===== src/rtl/weight_addr_sequencer.sv =====
// weight_addr_sequencer: steps the weight BRAM read address through num_filters back-to-back filters
module weight_addr_sequencer #(
  parameter int ADDR_W = 10,
  parameter int Dimension = 16,
  parameter int FW = 8
) (
  input  logic              clk,
  input  logic              rst,
  input  logic              start,
  input  logic              en,
  input  logic              rewind,
  input  logic              next_filter,
  input  logic [4:0]        kernel_size,
  input  logic [FW-1:0]     num_filters,
  input  logic [ADDR_W-1:0] base_addr,
  output logic [ADDR_W-1:0] addr,
  output logic              weight_counter_done,
  output logic              weight_flag_1per16,
  output logic [FW-1:0]     filter_idx,
  output logic              all_filters_done,
  output logic              busy
);
  typedef enum logic [2:0] {IDLE, ARMED, COUNT, HOLD, FINISHED} state_t;
  localparam logic [4:0] KMAX = 5'(Dimension);
  state_t state;
  logic [ADDR_W-1:0] filter_base;
  logic [4:0] issued, ks_eff;
  logic [FW-1:0] nf_eff;
  logic [3:0] flag_cnt;
  logic last_tap, last_filter, hold;
  // tap and issued always move together, so one counter serves both
  always_comb begin
    last_tap = issued + 5'd1 == ks_eff;
    last_filter = filter_idx + FW'(1) == nf_eff;
    hold = state == HOLD;
  end
  // sequencer state, address and status registers; start > next_filter > rewind > en
  always_ff @(posedge clk or negedge rst)
    if (!rst) begin
      state <= IDLE;
      filter_base <= '0;
      issued <= '0;
      ks_eff <= '0;
      nf_eff <= '0;
      flag_cnt <= '0;
      addr <= '0;
      filter_idx <= '0;
      weight_counter_done <= 1'b0;
      weight_flag_1per16 <= 1'b0;
      all_filters_done <= 1'b0;
      busy <= 1'b0;
    end else begin
      weight_flag_1per16 <= 1'b0;
      if (start) begin
        state <= ARMED;
        ks_eff <= kernel_size == 5'd0 ? 5'd1 : (kernel_size > KMAX ? KMAX : kernel_size);
        nf_eff <= num_filters == '0 ? FW'(1) : num_filters;
        filter_base <= base_addr;
        addr <= base_addr;
        issued <= '0;
        filter_idx <= '0;
        flag_cnt <= '0;
        weight_counter_done <= 1'b0;
        all_filters_done <= 1'b0;
        busy <= 1'b1;
      end else if (hold && next_filter && last_filter) begin
        state <= FINISHED;
        all_filters_done <= 1'b1;
        busy <= 1'b0;
      end else if (hold && next_filter) begin
        state <= ARMED;
        filter_idx <= filter_idx + FW'(1);
        filter_base <= filter_base + ADDR_W'(ks_eff);
        addr <= filter_base + ADDR_W'(ks_eff);
        issued <= '0;
        weight_counter_done <= 1'b0;
      end else if (hold && rewind) begin
        state <= ARMED;
        addr <= filter_base;
        issued <= '0;
        weight_counter_done <= 1'b0;
      end else if ((state == ARMED || state == COUNT) && en) begin
        state <= last_tap ? HOLD : COUNT;
        issued <= issued + 5'd1;
        addr <= last_tap ? addr : filter_base + ADDR_W'(issued) + ADDR_W'(1);
        flag_cnt <= flag_cnt + 4'd1;
        weight_flag_1per16 <= flag_cnt == 4'd15;
        weight_counter_done <= last_tap;
      end
    end
endmodule


===== config.mk =====
export PLATFORM = sky130hd
export DESIGN_NAME = weight_addr_sequencer
export DESIGN_NICKNAME = d
export VERILOG_FILES = /design/src/rtl/weight_addr_sequencer.sv
export SDC_FILE = /design/constraint.sdc
export NUM_CORES = 1
export LEC_CHECK = 0
export CORE_MARGIN = 2
export CORE_UTILIZATION = 60
export DETAILED_ROUTE_END_ITERATION = 6
export PLACE_DENSITY = 0.86
export SLEW_MARGIN = 20
export SYNTH_ARGS = -nofsm -noshare
export SYNTH_HDL_FRONTEND = slang
export SYNTH_SLANG_ARGS = --single-unit

===== constraint.sdc =====
create_clock -name clk -period 4.9 [get_ports clk]
set_clock_uncertainty 0.05 [all_clocks]
set_input_delay 0.49 -clock clk [delete_from_list [all_inputs] [get_ports clk]]
set_output_delay 0.49 -clock clk [all_outputs]
set_load 0.005 [all_outputs]

==> flow_summary.toml <==
[sta]
setup_viol = 0
worst_slew_pin_slew_ns = 0.8878
setup_tns_ns = 0
finalCritPeriodShare_pct = 59.82
slew-limit-headroom_pct = 40.55
slew_violations = 0
final-hold-violation-count = 0
rsz0062_at_grt = "false"
fmax_mhz = 341.2
whs_ns = 0.2330
min_period_ns = 2.931

[grt]
grt_max_degree = 58
gr-total-overflow = 0
grt_pass1_vias = 3060
grt_first_pass_wirelength_um = 14480
antenna_found_initial = 0
track_usage_pct = 28.10

[die]
ios = 51
core_um2 = 5956
start_util_pct = 62.29
die_area_um2 = 6828
die_w_um = 82.63
rows = 28
die_h_um = 82.63

[logic_synthesis]
netlist_area_um2 = 3710
synth_top_cell_area_share_pct = 38.45
synth_edf_count = 0
ys_seq_area_share_pct = 38.45
synth_top_cells_by_area = "dfrtp_1 38%, ha_1 4.4%, nor2_1 3.4%"
yosysMostFrequentCell = "dfrtp_1"
avgSynthCellArea_um2 = 9.440
async_flop_share_pct = 100.0
synth_cell_types = 69
yosys.area.top_type = "dfrtp_1"
ys.flop_type = "dfrtp_1"
yosys_warnings = 0
postSynthCellCount = 393
synth_commonest_cells = "57 x dfrtp_1, 34 x nor2_1, 27 x nand2_1, 25 x o21ai_0, 22 x a21oi_1"
synth.net_count = 437
synth-seq-cells = 57

[power_and_ir_drop]
p_leak_nw = 1.788
total_power_mw = 1.395
pwr_density_cell_nw_per_um2 = 316.7
peakVddDrop_mv = 0.2203

[final_layout]
stdcell_area_um2 = 4404
drive_above_1_share_pct = 9.318
fillers = 443
finalNetCount = 479
area_growth_pct = 18.72
stdcell_count = 515
diodes = 0

[detailed_routing]
totalWireLength_um = 8990
vias = 3322
drt_first_pass_iters = 5
drc = 0
ant_nets = 0
wl_per_cell_um = 17.46
viasPerCell = 6.450
drt-initial-drc-count = 283

[cts]
cts_tree = "yes"
cts_resized = 0
cts_root_buf = "clkbuf_8"
cts.htree.levels = 3
cts_made_buffers = 9
clock_latency_ns = 0.35
clkSinkCount = 57
holdBufCountCts = 0
cts_buffer_depth = 2
clk_pin_slew_ns = 0.07
post_cts_buffers = 0

[critical_path]
required_ns = 5.07
arrival_ns = 3.10
endpoint_kind = "flip-flop"
crit_fanout = 32
worstSetupPathType = "in2reg"
worst_setup_path_start_kind = "primary input"

[placed_design]
hpwl_um = 6026
place_congestion = 0.9130
dpl.cell_count = 499
port_buffers = 50
postPlaceCellArea_um2 = 4210

[min_path]
hold_class = "in2async"

[flow_run]
drv_cap = 0

[outcome]
status = "finished, final reports clean"
==> per-layer routing <==
layer / GRT usage (%) / wire (µm) / up-vias
met5: 0 / 0 / -
met4: 10.66 / 120 / 0
met3: 5.109 / 599 / 16
met2: 46.05 / 4372 / 139
met1: 37.07 / 3898 / 1607
li1: - / - / 1560
==> registers in the layout (all words and copies together), names as in the netlist <==
| register | count |
|---|---|
| state | 3 |
| filter_idx | 8 |
| nf_eff | 8 |
| busy | 1 |
| weight_flag_1per16 | 1 |
| flag_cnt | 4 |
| filter_base | 10 |
| addr | 10 |
| issued | 5 |
| ks_eff | 5 |
| all_filters_done | 1 |
| weight_counter_done | 1 |
==> through the flow <==
step	util, %	setup WS, ns
after detailed placement	70.69	1.648
after CTS	73.95	2.021
after global routing	73.95	1.821
final	73.95	1.969
after floorplan	-	2.434
after global placement	70.69	1.806
==> kinds of logic after synthesis <==
| family | Yosys count | share of synthesized area, % |
|---|---|---|
| flops | 57 | 38.45 |
| compound gates | 130 | 24.62 |
| mux | 19 | 5.734 |
| fa+ha+maj | 15 | 5.464 |
| xor+xnor | 19 | 4.857 |
| buf+inv | 34 | 4.182 |
| simple gates | 119 | 16.70 |
==> worst max-delay path: stages <==
cell and delay (ns):
clkdlybuf4s50_1 0.52, and4b_1 0.55, nand4_1 0.23, a211oi_2 0.28, o211a_4 0.47, o21ai_4 0.19, mux2_1 0.36
==> area by class of cell <==
type | count | area, µm² | share of cell area, %
Clock buffer | 9 | 123.9 | 2.813
Multi-Input combinational cell | 302 | 2128 | 48.32
Clock inverter | 7 | 70.07 | 1.591
Inverter | 11 | 41.29 | 0.9375
Timing Repair Buffer | 54 | 520.5 | 11.82
Tap cell | 75 | 93.84 | 2.131
Sequential cell | 57 | 1426 | 32.39
==> path summary, 6_finish.rpt <==
check,startpoint,end,slack [ns],cells after the start
worst max register to register,ks_eff[0],addr[8],2.05,8
worst min register to register,addr[0],addr[0],0.44,1
worst max-delay path,next_filter,addr[7],1.97,7
min in group clk,addr[0],addr[0],0.44,1
max in group asynchronous,rst,nf_eff[3],4.08,2
worst min-delay path,rst,addr[5],0.23,2
==> cell usage in the layout, fill, tap and decap left out, types with 9 or more instances in the layout <==
master and count:
nand2_1 27, clkdlybuf4s50_1 48, clkbuf_8 9, dfrtp_1 57
a21oi_1 22, mux2_1 11, ha_1 13, a211oi_1 13
o21ai_0 25, xnor2_1 10, inv_1 9, nor2_1 34
==> where the power goes <==
group          leakage, nW  internal [mW]  total, mW  switching (mW)
combinational        0.976          0.182      0.373           0.191
clock               0.0994          0.234      0.448           0.214
sequential           0.712          0.522      0.573          0.0514
No activity file was read; power rests on OpenSTA's default activity.
